`src/rtl/chaos_seq_arb.sv`:
```
// rtl/chaos_seq_arb.sv - round-robin arbiter sharing one chaos sequence generator
//
// Purpose: NUM_REQ requesters each offer a seed; one is granted round-robin,
// its seed is pushed to the generator, the resulting chaos word (or a timeout
// marker) is returned to that requester only.
//
// Ports:
//   clk, rst_n                  clock, synchronous active-low reset
//   req_x0/req_vld/req_rdy      per-requester seed handshake (seed i at [i*GAIN_INDEX +: GAIN_INDEX])
//   rsp_data/rsp_err            shared result, rsp_err marks a timeout result
//   rsp_vld/rsp_rdy             per-requester response handshake (one-hot valid)
//   gen_x0/gen_x0_vld/_rdy      seed handshake towards the generator
//   gen_xout/gen_xout_vld/_rdy  chaos word handshake from the generator
//   busy                        high whenever not IDLE
//   grant_id                    current or last granted requester
//   timeout_cnt                 saturating count of generator timeouts
module chaos_seq_arb #(
  parameter int NUM_REQ      = 4,
  parameter int GAIN_INDEX   = 16,
  parameter int CHAOS_OVLD_W = 32,
  parameter int TIMEOUT      = 1024
) (
  input  logic                          clk,
  input  logic                          rst_n,
  input  logic [NUM_REQ*GAIN_INDEX-1:0] req_x0,
  input  logic [NUM_REQ-1:0]            req_vld,
  output logic [NUM_REQ-1:0]            req_rdy,
  output logic [CHAOS_OVLD_W-1:0]       rsp_data,
  output logic                          rsp_err,
  output logic [NUM_REQ-1:0]            rsp_vld,
  input  logic [NUM_REQ-1:0]            rsp_rdy,
  output logic [GAIN_INDEX-1:0]         gen_x0,
  output logic                          gen_x0_vld,
  input  logic                          gen_x0_rdy,
  input  logic [CHAOS_OVLD_W-1:0]       gen_xout,
  input  logic                          gen_xout_vld,
  output logic                          gen_xout_rdy,
  output logic                          busy,
  output logic [$clog2(NUM_REQ)-1:0]    grant_id,
  output logic [7:0]                    timeout_cnt
);

  localparam int ID_W = $clog2(NUM_REQ);
  localparam int WC_W = (TIMEOUT > 1) ? $clog2(TIMEOUT) : 1;

  typedef enum logic [1:0] {
    IDLE   = 2'd0,
    ISSUE  = 2'd1,
    WAIT   = 2'd2,
    RETURN = 2'd3
  } state_t;

  state_t                state;
  state_t                state_nxt;

  logic [ID_W-1:0]       rr_ptr;
  logic [GAIN_INDEX-1:0] seed_q;
  logic [WC_W-1:0]       wait_cnt;

  logic                  grant_found;
  logic [ID_W-1:0]       grant_idx;
  logic [ID_W:0]         cand;
  logic [GAIN_INDEX-1:0] seed_sel;
  logic                  wait_expired;

  assign gen_x0       = seed_q;
  assign busy         = rst_n && (state != IDLE);
  assign wait_expired = (wait_cnt == WC_W'(TIMEOUT - 1));

  // Round-robin search starting at rr_ptr. Iterating from the farthest
  // candidate down to rr_ptr lets the nearest set bit win the last write.
  always_comb begin
    grant_found = 1'b0;
    grant_idx   = '0;
    cand        = '0;
    for (int k = NUM_REQ - 1; k >= 0; k--) begin
      cand = {1'b0, rr_ptr} + (ID_W + 1)'(k);
      if (cand >= (ID_W + 1)'(NUM_REQ)) begin
        cand = cand - (ID_W + 1)'(NUM_REQ);
      end
      if (req_vld[cand[ID_W-1:0]]) begin
        grant_found = 1'b1;
        grant_idx   = cand[ID_W-1:0];
      end
    end
  end

  always_comb begin
    seed_sel = '0;
    for (int i = 0; i < NUM_REQ; i++) begin
      if (grant_idx == ID_W'(i)) begin
        seed_sel = req_x0[i*GAIN_INDEX +: GAIN_INDEX];
      end
    end
  end

  // FSM state register
  always_ff @(posedge clk) begin
    if (!rst_n) begin
      state <= IDLE;
    end else begin
      state <= state_nxt;
    end
  end

  // FSM next state and handshake outputs
  always_comb begin
    state_nxt    = state;
    req_rdy      = '0;
    rsp_vld      = '0;
    gen_x0_vld   = 1'b0;
    gen_xout_rdy = 1'b0;
    case (state)
      IDLE: begin
        if (grant_found) begin
          req_rdy[grant_idx] = 1'b1;
          state_nxt          = ISSUE;
        end
      end
      ISSUE: begin
        gen_x0_vld = 1'b1;
        if (gen_x0_rdy) begin
          state_nxt = WAIT;
        end
      end
      WAIT: begin
        gen_xout_rdy = 1'b1;
        if (gen_xout_vld || wait_expired) begin
          state_nxt = RETURN;
        end
      end
      RETURN: begin
        rsp_vld[grant_id] = 1'b1;
        if (rsp_rdy[grant_id]) begin
          state_nxt = IDLE;
        end
      end
      default: state_nxt = IDLE;
    endcase
    // Handshakes stay quiet while reset is held, even before the first edge.
    if (!rst_n) begin
      req_rdy      = '0;
      rsp_vld      = '0;
      gen_x0_vld   = 1'b0;
      gen_xout_rdy = 1'b0;
    end
  end

  // Datapath registers
  always_ff @(posedge clk) begin
    if (!rst_n) begin
      rr_ptr      <= '0;
      grant_id    <= '0;
      seed_q      <= '0;
      rsp_data    <= '0;
      rsp_err     <= 1'b0;
      timeout_cnt <= '0;
      wait_cnt    <= '0;
    end else begin
      case (state)
        IDLE: begin
          if (grant_found) begin
            grant_id <= grant_idx;
            // Zero is a fixed point of the map and would yield a dead sequence.
            seed_q   <= (seed_sel == '0) ? GAIN_INDEX'(1) : seed_sel;
          end
        end
        ISSUE: begin
          wait_cnt <= '0;
        end
        WAIT: begin
          wait_cnt <= wait_cnt + WC_W'(1);
          // A result arriving on the timeout cycle still counts as a result.
          if (gen_xout_vld) begin
            rsp_data <= gen_xout;
            rsp_err  <= 1'b0;
          end else if (wait_expired) begin
            rsp_data <= '0;
            rsp_err  <= 1'b1;
            if (timeout_cnt != 8'hFF) begin
              timeout_cnt <= timeout_cnt + 8'd1;
            end
          end
        end
        RETURN: begin
          if (rsp_rdy[grant_id]) begin
            rr_ptr <= (grant_id == ID_W'(NUM_REQ - 1)) ? '0 : grant_id + ID_W'(1);
          end
        end
        default: ;
      endcase
    end
  end

endmodule

```
`config.mk`:
```
export PLATFORM = sky130hd
export DESIGN_NAME = chaos_seq_arb
export DESIGN_NICKNAME = d
export VERILOG_FILES = /design/src/rtl/chaos_seq_arb.sv
export SDC_FILE = /design/constraint.sdc
export NUM_CORES = 1
export LEC_CHECK = 0
export BUFFER_PORTS_ARGS = -buffer_cell sky130_fd_sc_hd__buf_2
export CORE_AREA = 2 2 112 141
export DETAILED_ROUTE_END_ITERATION = 10
export DIE_AREA = 0 0 114 143
export PLACE_DENSITY = 0.56
export SETUP_SLACK_MARGIN = 0.1
export SKIP_LAST_GASP = 1
export SLEW_MARGIN = 20
export SYNTH_ARGS = -nofsm -noshare
export SYNTH_HDL_FRONTEND = slang
export SYNTH_SLANG_ARGS = --single-unit
```
`constraint.sdc`:
```
create_clock -name clk -period 1.9 [get_ports clk]
set_input_delay 0.38 -clock clk [delete_from_list [all_inputs] [get_ports clk]]
set_output_delay 0.38 -clock clk [all_outputs]
set_load 0.01 [all_outputs]
```
=== Word level (Yosys, flattened, before mapping) ===
Cells that the tools add are included.

* Word-level logic and storage cells: 110
* Input port bits: 108
* Flip-flop bits (word level): 73

* Bitwise gates (word level): 1
* Mux-type cells: 51
* Reductions and logical operators: 15
* Equality and inequality tests: 13
* Magnitude comparators: 12
* Add/subtract/negate cells: 10

{| class="wikitable"
|+ Operators by type and width
! kind !! count
|-
| $mux W16 || 5
|-
| $mux W32 || 2
|-
| $mux W2 || 13
|-
| $mux W4 || 5
|-
| $pmux W10 S2 || 1
|-
| $lt A2 B3 Y1 const B || 6
|-
| $mux W1 || 17
|-
| $logic_not A16 Y1 || 1
|-
| $add A10 B1 Y10 const B || 1
|-
| $bmux W1 S2 || 5
|-
| $eq A10 B10 Y1 const B || 1
|-
| $eq A2 B2 Y1 const B || 5
|-
| $ge A3 B3 Y1 const B || 3
|-
| $add A8 B1 Y8 const B || 1
|-
| $ne A2 B2 Y1 const B || 4
|-
| $ne A8 B8 Y1 const B || 1
|-
| $pmux W2 S4 || 1
|-
| $reduce_and A4 Y1 || 2
|-
| $sub A2 B1 Y2 const B || 4
|-
| $add A2 B2 Y3 const B || 2
|-
| $reduce_and A2 Y1 || 3
|-
| $reduce_bool A2 Y1 || 3
|-
| $demux W1 S2 || 2
|-
| $eq A2 B1 Y1 const B || 2
|-
| 8 further kinds || 12
|}

=== Longest topological paths before layout ===
Gate-level depths: netlist of the first run.

* Depth in word-level cells: 16
* Depth in mapped cells: 10
* Depth with buffers taken out: 8

=== Worst setup path after synthesis of the first run ===
Ideal clock, no wire load.

* Path type: reg2reg
* Start point: reg rr_ptr[1]
* End point: reg seed_q[0] (netlist: gen_x0[0])
* Path slack: -0.067 ns
* Data required time: 1.830 ns
* Buffers on the path: 1
* Arrival time: 1.897 ns
* Cell stages (with the launch flop): 10
* Period minus slack after synthesis: 1.967 ns
* Path through: dfxtp_1 -> a21oi_1 -> o21a_1 -> o22ai_2 -> buf_4 -> mux2i_1 -> nand2_1 -> a2111oi_1 -> nand4_1 -> a21oi_1

* Word-level cells in the longest chain between the ends: 16

{| class="wikitable"
|+ RTL lines
! element !! line !! text
|-
| start, declared || 56 || <nowiki>logic [ID_W-1:0] rr_ptr;</nowiki>
|-
| start signal, assigned || 187 || <nowiki>rr_ptr <= (grant_id == ID_W'(NUM_REQ - 1)) ? '0 : grant_id + ID_W'(1);</nowiki>
|-
| $add A2 B2 Y3 || 77 || <nowiki>cand = {1'b0, rr_ptr} + (ID_W + 1)'(k);</nowiki>
|-
| $ge A3 B3 Y1 or $sub A2 B1 Y2 (tied branches) || 78, 79 ||
|-
| $mux W2 || 78 || <nowiki>if (cand >= (ID_W + 1)'(NUM_REQ)) begin</nowiki>
|-
| $bmux W1 S2 || 81 || <nowiki>if (req_vld[cand[ID_W-1:0]]) begin</nowiki>
|-
| $mux W1 (not written as such) || 81 ||
|-
| $mux W2 (4 in a row) || 81 ||
|-
| $logic_not A2 Y1 || 91 || <nowiki>if (grant_idx == ID_W'(i)) begin</nowiki>
|-
| $mux W16 (4 in a row) || 91 ||
|-
| $logic_not A16 Y1 || 165 || <nowiki>seed_q <= (seed_sel == '0) ? GAIN_INDEX'(1) : seed_sel;</nowiki>
|-
| $mux W16 || 165 ||
|-
| end signal, assigned || 165 ||
|-
| end, declared || 57 || <nowiki>logic [GAIN_INDEX-1:0] seed_q;</nowiki>
|}

Parallel ways exist; a longest one is shown, timed or not. The select of a mux whose other input is x is not followed.
A chain may end at the register's enable or synchronous reset.

=== Worst setup path after layout of the first run ===
* Start point: reg rr_ptr[1]
* End point: out req_rdy[3]

* Word-level cells in the longest chain between the ends: 16

{| class="wikitable"
|+ RTL lines
! element !! line !! text
|-
| $add A2 B2 Y3 || 77 ||
|-
| $ge A3 B3 Y1 or $sub A2 B1 Y2 (tied branches) || 78, 79 ||
|-
| $mux W2 || 78 ||
|-
| $bmux W1 S2 || 81 ||
|-
| $mux W1 (not written as such) || 81 ||
|-
| $mux W2 (4 in a row) || 81 ||
|-
| $lt A2 B3 Y1 (not written as such) or $ge A2 B1 Y1 (tied branches) || 116 || <nowiki>req_rdy[grant_idx] = 1'b1;</nowiki>
|-
| $logic_and A1 B1 Y1 (not written as such) || 116 ||
|-
| $mux W1 (not written as such) || 116 ||
|-
| $demux W1 S2 || 116 ||
|-
| $mux W4 (*) || 115 || <nowiki>if (grant_found) begin</nowiki>
|-
| $mux W4 (*) || 113 || <nowiki>case (state)</nowiki>
|-
| $mux W4 (*) || 141 || <nowiki>if (!rst_n) begin</nowiki>
|-
| end, declared || 27 || <nowiki>output logic [NUM_REQ-1:0] req_rdy,</nowiki>
|}

Every way passes the cells marked *; elsewhere a longest branch is shown, timed or not. The select of a mux whose other input is x is not followed.

==> flow_metrics.tcl, run 1 <==
set metrics [dict create \
    wl_mm 11.6 \
    dr_total_vias 3745 \
    combPwrFrac_pct 36.6 \
    grt.total_usage_pct 13.3 \
    min_path_type "input pin to register" \
    die_h_um 143 \
    p_seq_share_pct 33.1 \
    cp_max_fo 5 \
    rows 50 \
    r2r_setup_slack_ns -0.31 \
    cts_tree "built" \
    reg2reg_depth 11 \
    cts_buffer_depth 2 \
    hold_path_depth 3 \
    gp_congestion 0.777 \
    drc_errors 0 \
    slew_headroom_pct 78.8 \
    power.total_w 0.00560 \
    die_area_mm2 0.0163 \
    fmax_mhz 451 \
    drive_gt1_share_pct 49.8 \
    ys.flop_type "dfxtp_1" \
    outcome "finished, violations left" \
    timing.final.ws_setup_ns -0.318 \
    place_area_mm2 0.00505 \
    worst_setup_path_start_kind "register" \
    pwr-share-clk_pct 30.3 \
    syn_to_final_growth_pct 61.6 \
    setup_viol 10 \
    clock-sinks 73 \
    final_cell_area_mm2 0.00597 \
    worstPathCellList "buf_6, mux2i_1, nor2_1, nor3_2, clkbuf_16, inv_8, nor3_1, buf_2" \
    die_w_um 114 \
    fin_crit_ns 2.22 \
    port_buffers 177 \
    failed_checks "negative setup slack" \
    firstDrtPassIters 4 \
    crit_required_ns 1.52 \
    p_sw_share_pct 32.8 \
    slowest_stage "dfxtp_2" \
    synth_nets 521 \
    clk_pin_slew_ns 0.06 \
    syn_inst 403 \
    initial_core_util_pct 24.8 \
    first_global_vias 3695 \
    async_flop_share_pct 0 \
    path_buf_inv 4 \
    via_per_inst 4.59 \
    yosys_warnings 0 \
    power.density_mw_per_mm2 939 \
    slowest_delay_ns 0.36 \
    cts_buffers 9 \
    hpwl_mm 8.07 \
    antenna_cells 0 \
    worst_pin_slew_ns 0.318 \
    h-tree-depth 3 \
    drt-wirelength-per-cell_um 14.2 \
    end_kind "primary output" \
    yosysUniqueCellTypes 46 \
    rsz0062_at_grt "yes" \
    seq_area_frac_synth_pct 39.6 \
    hold_slack_ns 0.318 \
    pin_count 178 \
    clock_latency_ns 0.33 \
    cp.depth 8 \
    vdd_drop_max_mv 0.464 \
    crit_type "register to primary output" \
    cp_top_family "buffers and inverters" \
    p_switching_w 0.00184 \
    p_leak_nw 2.80 \
    grt_pass1_wl_mm 17.1 \
    finalCritPeriodShare_pct 117 \
    synth_edf_count 0 \
    core_mm2 0.0149 \
    fin_nets 747 \
    p_int_w 0.00377 \
    hold_violations 0 \
    cp.arrival_ns 1.84 \
    grt_max_degree 39 \
    dp_slack_ns -0.420 \
    ys_ff_latch 73 \
    ant_nets 0 \
    antenna_found_initial 0 \
    syn_avg_cell_area_um2 9.16 \
    clock_skew_ns 0.00615 \
    grt_overflow 0 \
    drt_iter0_markers 112 \
    maxCapViolations 0 \
    drv_slew 0 \
    syn_area_mm2 0.00369 \
    cts_root_buf "clkbuf_16" \
]
## final timing paths
kind | to | start
worst max-delay path | req_rdy[3] | rr_ptr[1]
worst min-delay path | rsp_data[13] | gen_xout[13]
worst max register to register | gen_x0[0] | rr_ptr[1]
worst min register to register | gen_x0[15] | gen_x0[15]
## power groups by stage
stage	Clock (W)	Sequential, W	Combinational [W]
5_1_grt	0.00183	0.00188	0.00225
6_report	0.00170	0.00186	0.00205
4_1_cts	0.00176	0.00185	0.00187
2_1_floorplan	0	0.00194	0.000921
3_5_place_dp	0	0.00188	0.00176
3_3_place_gp	0	0.00187	0.00173
## layer usage
layer | global-route usage (%) | wire [µm] | up-vias
met3 | 5.09 | 994 | 12
li1 | - | - | 1854
met1 | 15.1 | 4670 | 1720
met4 | 4.88 | 158 | 0
met5 | 0 | 0 | -
met2 | 22.4 | 5740 | 159
## Yosys cell counts, drive strengths merged (2+ instances only)
| cell | count | area share (%) |
|---|---|---|
| a211oi | 2 | 0.54 |
| a21boi | 14 | 2.8 |
| a21oi | 7 | 0.95 |
| a22oi | 32 | 6.5 |
| and2 | 15 | 2.5 |
| and3 | 5 | 0.85 |
| buf | 7 | 1.6 |
| clkbuf | 19 | 1.9 |
| dfxtp | 73 | 40 |
| ha | 10 | 3.4 |
| inv | 12 | 1.2 |
| mux2 | 4 | 1.2 |
| mux2i | 44 | 12 |
| nand2 | 41 | 4.2 |
| nand2b | 3 | 0.51 |
| nand3 | 4 | 0.54 |
| nand4 | 8 | 1.4 |
| nor2 | 17 | 1.9 |
| nor2b | 37 | 6.3 |
| nor3 | 3 | 0.41 |
| nor3b | 4 | 0.81 |
| nor4 | 3 | 0.51 |
| o21ai | 10 | 1.4 |
| o22ai | 2 | 0.51 |
| or3 | 4 | 0.68 |
| xnor2 | 7 | 1.7 |
| xor2 | 7 | 1.7 |
## what timing repair did
action | in CTS | in global routing
setup buffers | 18 | 12
gates resized for setup | 36 | 56
hold buffers | 0 | 0
cloned | 1 | 1
pin swaps | 17 | 16
endpoints found under the setup margin | 24 | 31
## worst register-to-register path, stage by stage, from the launching register on
cell and delay [ns]:
dfxtp_2 0.36, a21oi_2 0.06, o21a_1 0.19, o22ai_4 0.21
buf_6 0.14, buf_12 0.11, buf_8 0.10, mux2i_4 0.25
mux2i_4 0.11, a2111oi_2 0.36, nand4_1 0.13, a21oi_1 0.13
## sequential cells by signal, indices dropped and copies added (netlist names)
signal	flops
rsp_err	1
timeout_cnt	8
grant_id	2
gen_x0	16
state	2
wait_cnt	10
rr_ptr	2
rsp_data	32
## area by class of cell
class | instances | area, µm²
tap | 182 | 228
timing repair buffer | 241 | 1580
sequential | 73 | 1480
clock buffer | 9 | 225
inverter | 12 | 52.6
multi-input combinational | 292 | 2330
clock inverter | 7 | 78.8
fill | 1457 | 8920
## placed cells by master (no fill, tap or decap), drive strengths merged, types with 2 or more instances in the layout
cell | Yosys | routed
dfxtp | 73 | 73
nand2b | 3 | 3
nand2 | 41 | 41
o21ai | 10 | 10
a22oi | 32 | 32
nor3 | 3 | 3
mux2 | 4 | 4
and3 | 5 | 5
or3 | 4 | 4
nand4 | 8 | 8
inv | 12 | 13
a21boi | 14 | 14
nor4 | 3 | 3
xnor2 | 7 | 7
nor2b | 37 | 37
ha | 10 | 10
a211oi | 2 | 2
buf | 7 | 239
clkinv | 0 | 2
nor3b | 4 | 4
nor2 | 17 | 17
a21oi | 7 | 7
xor2 | 7 | 7
and2 | 15 | 15
o22ai | 2 | 2
mux2i | 44 | 44
nand3 | 4 | 4
clkinvlp | 0 | 3
clkbuf | 19 | 11
## cells by family (layout without fill, tap and decap cells)
| group | after synthesis | after routing | synth area share [%] |
|---|---|---|---|
| compound gates | 72 | 72 | 13.9 |
| xor+xnor | 14 | 14 | 3.32 |
| fa+ha+maj | 10 | 10 | 3.39 |
| buf+inv | 38 | 269 | 4.71 |
| flops | 73 | 73 | 39.6 |
| mux | 49 | 49 | 13.8 |
| simple gates | 147 | 147 | 21.3 |
## per-stage QoR
stage	utilization (%)	setup TNS, ns	cells
floorplan	-	-0.0103	403
global placement	33.9	-1.11	774
detailed placement	33.9	-1.90	774
CTS	37.9	-2.65	808
global route	40.1	-3.12	816
finish	40.1	-1.86	816
(Power assumes the default switching activity.)
==> run 2: changes to the inputs <==
--- a/config.mk
+++ b/config.mk
@@ -6,9 +6,9 @@
 export NUM_CORES = 1
 export LEC_CHECK = 0
 export BUFFER_PORTS_ARGS = -buffer_cell sky130_fd_sc_hd__buf_2
-export CORE_AREA = 2 2 112 141
+export CORE_AREA = 2 2 144 111
 export DETAILED_ROUTE_END_ITERATION = 10
-export DIE_AREA = 0 0 114 143
+export DIE_AREA = 0 0 146 113
 export PLACE_DENSITY = 0.56
 export SETUP_SLACK_MARGIN = 0.1
 export SKIP_LAST_GASP = 1
==> flow_metrics.tcl, run 2 (synthesis results as in run 1) <==
set metrics [dict create \
    place_area_mm2 0.00513 \
    slew_headroom_pct 75.8 \
    clock_skew_ns 0.00909 \
    die_area_mm2 0.0165 \
    hold_path.startpoint "gen_xout[1]" \
    whs_endpoint "rsp_data[1]" \
    failed_checks "negative setup slack" \
    dp.cells 805 \
    port_buffers 177 \
    worst_pin_slew_ns 0.362 \
    firstDrtPassIters 4 \
    grt.total_usage_pct 13.1 \
    fin_crit_ns 2.22 \
    grt_pass1_wl_mm 17.8 \
    crit_required_ns 2.15 \
    cts_buffers 9 \
    reg2reg_depth 10 \
    fin_nets 749 \
    antenna_cells 0 \
    drc_errors 0 \
    rows 39 \
    hold_path_depth 3 \
    end_kind "register" \
    crit_type "register to register" \
    pwr-share-clk_pct 31.9 \
    vdd_drop_max_mv 0.380 \
    worst_setup_path_start_kind "register" \
    power.density_mw_per_mm2 953 \
    ant_nets 0 \
    dr_total_vias 3764 \
    first_global_vias 3730 \
    hpwl_mm 8.17 \
    dp_slack_ns -0.372 \
    power.total_w 0.00567 \
    cp.arrival_ns 2.48 \
    wl_mm 11.4 \
    setup_viol 12 \
    clk_pin_slew_ns 0.06 \
    largest_reg_flops 32 \
    core_mm2 0.0150 \
    drt-wirelength-per-cell_um 13.6 \
    combPwrFrac_pct 35.3 \
    maxCapViolations 0 \
    p_leak_nw 2.82 \
    stdcell_count 841 \
    r2r_setup_slack_ns -0.32 \
    drt_iter0_markers 187 \
    syn_to_final_growth_pct 61.2 \
    holdBufCountCts 0 \
    final_cell_area_mm2 0.00595 \
    cts_root_buf "clkbuf_16" \
    drv_slew 0 \
    outcome "finished, violations left" \
    p_sw_share_pct 31.8 \
    clock_latency_ns 0.33 \
    clock-sinks 73 \
    via_per_inst 4.48 \
    final_util_pct 39.6 \
    fmax_mhz 450 \
    hold_violations 0 \
    reg2reg_from "rr_ptr[1]" \
    grt_max_degree 34 \
    antenna_found_initial 0 \
    layout_commonest_cell "buf_2" \
    final_cell_mix "buf_2, dfxtp_1, buf_4" \
    drive_gt1_share_pct 49.7 \
    p_switching_w 0.00180 \
    grt_overflow 0 \
    r2r-end "gen_x0[0]" \
    cts_buffer_depth 2 \
    gp_congestion 0.823 \
    initial_core_util_pct 24.6 \
    die_w_um 146 \
    cts_tree "built" \
    pin_count 178 \
    rsz0062_at_grt "yes" \
    cp_max_fo 7 \
    timing.final.ws_setup_ns -0.324 \
    finalCritPeriodShare_pct 117 \
    min_path_type "input pin to register" \
    die_h_um 113 \
    p_seq_share_pct 32.7 \
    p_int_w 0.00386 \
    h-tree-depth 3 \
    registers.top_by_ff_count "rsp_data" \
]
-- run 2: cell types whose count changed in the layout (fill, tap and decap cells not counted), sizes merged --
cell	delta
clkinvlp	-1
buf	+1
clkbuf	+1
bufinv	+1
-- run 2: cell type report --
| type | count | area [µm²] |
|---|---|---|
| fillers | 1514 | 9080 |
| multi-input cells | 292 | 2270 |
| repair buffers | 243 | 1580 |
| flip-flops and latches | 73 | 1480 |
| well taps | 205 | 256 |
| clock buffers | 9 | 225 |
| clock inverters | 7 | 93.8 |
| inverters | 12 | 47.5 |
-- run 2: power by group through the flow --
stage | logic, W | clock network, W | registers, W
after global routing | 0.00219 | 0.00193 | 0.00188
final | 0.00200 | 0.00181 | 0.00186
after CTS | 0.00187 | 0.00187 | 0.00185
after floorplan | 0.000921 | 0 | 0.00194
after detailed placement | 0.00178 | 0 | 0.00187
after global placement | 0.00176 | 0 | 0.00187
-- run 2: worst max path at each step --
stage,startpoint,endpoint,slack (ns),cells past startpoint
detailed placement,req_vld[0],gen_x0[0],-0.37,10
floorplan,req_vld[0],gen_x0[0],-0.01,10
finish,rr_ptr[1],gen_x0[0],-0.32,10
global placement,req_vld[0],gen_x0[0],-0.32,10
global route,rr_ptr[1],gen_x0[0],-0.46,10
CTS,rr_ptr[1],gen_x0[0],-0.27,10
-- run 2: stage by stage --
step                      hold slack [ns]  setup TNS, ns
final                               0.319          -1.99
after global routing                0.314          -4.43
after CTS                           0.309          -1.89
after detailed placement            0.446          -1.93
after global placement              0.441          -1.70
after floorplan                     0.454        -0.0103
-- run 2: worst max-delay path, stage by stage (launching register included) --
cell and delay, ns:
dfxtp_2 0.35, a21oi_2 0.05, o21a_1 0.20, o22ai_4 0.22
buf_12 0.16, clkbuf_16 0.15, mux2i_1 0.31, mux2i_4 0.12
nor4_2 0.29, nand4_1 0.12, a21oi_1 0.16
-- run 2: repair_timing --
item                                    in CTS  in global routing
resized for setup                           28                 43
cloned                                       1                  2
buffers inserted                            10                  8
endpoints found under the setup margin      19                 35
pin swaps                                   12                 25
-- run 2: layer usage --
layer,vias up,part of all wire (%),global-route usage [%]
li1,1867,-,-
met1,1802,45,16.0
met2,81,50,23.2
met3,14,4.2,3.35
met4,0,1.3,3.37
met5,-,0,0
==> run 3: changes to the inputs <==
--- a/config.mk
+++ b/config.mk
@@ -9,7 +9,7 @@
 export CORE_AREA = 2 2 144 111
 export DETAILED_ROUTE_END_ITERATION = 10
 export DIE_AREA = 0 0 146 113
-export PLACE_DENSITY = 0.56
+export PLACE_DENSITY = 0.54
 export SETUP_SLACK_MARGIN = 0.1
 export SKIP_LAST_GASP = 1
 export SLEW_MARGIN = 20
==> constraint.sdc (replaced) <==
create_clock -name clk -period 2.1 [get_ports clk]
set_input_delay 0.42 -clock clk [delete_from_list [all_inputs] [get_ports clk]]
set_output_delay 0.42 -clock clk [all_outputs]
set_load 0.01 [all_outputs]
==> flow_metrics.tcl, run 3 (synthesis results as in run 1) <==
set metrics [dict create \
    slowest_stage "dfxtp_2" \
    grt.total_usage_pct 13.4 \
    final_cell_mix "buf_2, dfxtp_1, buf_4" \
    registers.top_by_ff_count "rsp_data" \
    maxCapViolations 0 \
    firstDrtPassIters 4 \
    final_cell_area_mm2 0.00578 \
    setup_viol 5 \
    power.density_mw_per_mm2 867 \
    rsz0062_at_grt "yes" \
    grt_overflow 0 \
    min_path_type "input pin to register" \
    cp.arrival_ns 1.77 \
    die_h_um 113 \
    pin_count 178 \
    slowest_delay_ns 0.33 \
    hold_path_depth 3 \
    vdd_drop_max_mv 0.360 \
    drt_iter0_markers 148 \
    cts_root_buf "clkbuf_16" \
    dp_slack_ns -0.221 \
    drv_slew 0 \
    crit_type "register to primary output" \
    dr_total_vias 3691 \
    clock-sinks 73 \
    fin_nets 742 \
    drt-wirelength-per-cell_um 13.5 \
    whs_endpoint "rsp_data[0]" \
    timing.final.ws_setup_ns -0.0943 \
    finalCritPeriodShare_pct 104 \
    fin_crit_ns 2.19 \
    reg2reg_from "rr_ptr[1]" \
    largest_reg_flops 32 \
    reg2reg_depth 11 \
    grt_max_degree 34 \
    gp_congestion 0.814 \
    antenna_found_initial 0 \
    die_area_mm2 0.0165 \
    p_leak_nw 2.75 \
    cts_buffer_depth 2 \
    outcome "finished, violations left" \
    grt_pass1_wl_mm 18.1 \
    die_w_um 146 \
    core_mm2 0.0150 \
    drc_errors 0 \
    holdBufCountCts 0 \
    clk_pin_slew_ns 0.06 \
    end_kind "primary output" \
    initial_core_util_pct 24.6 \
    path_buf_inv 4 \
    rows 39 \
    clock_skew_ns 0.00510 \
    syn_to_final_growth_pct 56.7 \
    clock_latency_ns 0.33 \
    crit_required_ns 1.68 \
    failed_checks "negative setup slack" \
    drive_gt1_share_pct 46.7 \
    r2r_setup_slack_ns -0.05 \
    hpwl_mm 8.33 \
    slew_headroom_pct 58.7 \
    h-tree-depth 3 \
    nFillCells 1542 \
    via_per_inst 4.43 \
    port_buffers 177 \
    first_global_vias 3673 \
    ant_nets 0 \
    cp_top_family "buffers and inverters" \
    finalSetupTns_ns -0.281 \
    fmax_mhz 456 \
    worstPathCellList "buf_6, nand2b_4, a21oi_4, nor3_2, clkbuf_16, buf_4, nor3b_2, buf_2" \
    wl_mm 11.3 \
    hold_violations 0 \
    cts_buffers 9 \
    final_util_pct 38.5 \
    cp_max_fo 5 \
    r2r-end "gen_x0[0]" \
    place_area_mm2 0.00507 \
    hold_path.startpoint "gen_xout[0]" \
    worst_pin_slew_ns 0.615 \
    antenna_cells 0 \
    layout_commonest_cell "buf_2" \
    worst_setup_path_start_kind "register" \
    cts_tree "built" \
]
-- run 3: cell types whose count changed in the layout (fill, tap and decap cells not counted), moves of 3 or more --
cell,change
dfxtp_1,+10
dfxtp_2,-10
buf_6,-6
mux2i_4,-4
mux2i_2,+3
-- run 3: cell type report --
class | instances | area, µm² | area share, %
Clock buffer | 9 | 225 | 3.89
Clock inverter | 7 | 95.1 | 1.64
Inverter | 12 | 50.0 | 0.865
Multi-Input combinational cell | 292 | 2220 | 38.3
Sequential cell | 73 | 1470 | 25.4
Tap cell | 205 | 256 | 4.43
Timing Repair Buffer | 236 | 1470 | 25.4
-- run 3: worst reg2reg max path: cells and delay by family, from the launching register on --
family	cells	cell delay, ns
muxes	2	0.32
and+or+nand+nor	2	0.35
DFF	1	0.34
AOI/OAI and AO/OA	4	0.61
buffers and inverters	3	0.46
-- run 3: through the flow --
| stage | hold WS (ns) | instances | power [W] |
|---|---|---|---|
| after floorplan | 0.454 | 403 | 0.00258 |
| after global placement | 0.442 | 800 | 0.00321 |
| after detailed placement | 0.446 | 800 | 0.00325 |
| after CTS | 0.354 | 830 | 0.00499 |
| after global routing | 0.362 | 834 | 0.00535 |
| final | 0.359 | 834 | 0.00502 |
-- run 3: routing by layer --
| layer | vias up | share of wire, % | global-route usage [%] |
|---|---|---|---|
| met1 | 1752 | 46 | 17.4 |
| met3 | 13 | 4.2 | 2.98 |
| met2 | 76 | 49 | 22.6 |
| met4 | 0 | 1.5 | 3.62 |
| li1 | 1850 | - | - |
| met5 | - | 0 | 0 |
-- run 3: power breakdown --
part / internal (W) / total [W] / switching [W]
logic: 0.000812 / 0.00171 / 0.000898
clock network: 0.00104 / 0.00164 / 0.000596
registers: 0.00156 / 0.00167 / 0.000112
total: 0.00341 / 0.00502 / 0.00161
-- run 3: worst max path at each step --
stage | start | end | slack [ns] | cells after the start
after floorplan | rr_ptr[1] | gen_x0[0] | 0.13 | 9
after global placement | req_vld[0] | gen_x0[0] | -0.13 | 11
after detailed placement | req_vld[0] | gen_x0[0] | -0.22 | 10
after CTS | rr_ptr[1] | req_rdy[3] | -0.08 | 8
after global routing | rr_ptr[1] | gen_x0[0] | -0.22 | 11
final | rr_ptr[1] | req_rdy[0] | -0.09 | 8
-- run 3: repair_timing --
item / 4_1_cts / 5_1_grt
gates resized for setup: 17 / 35
setup endpoints to repair: 5 / 24
gates cloned: 2 / 0
setup buffers: 12 / 5
pin swaps: 7 / 13
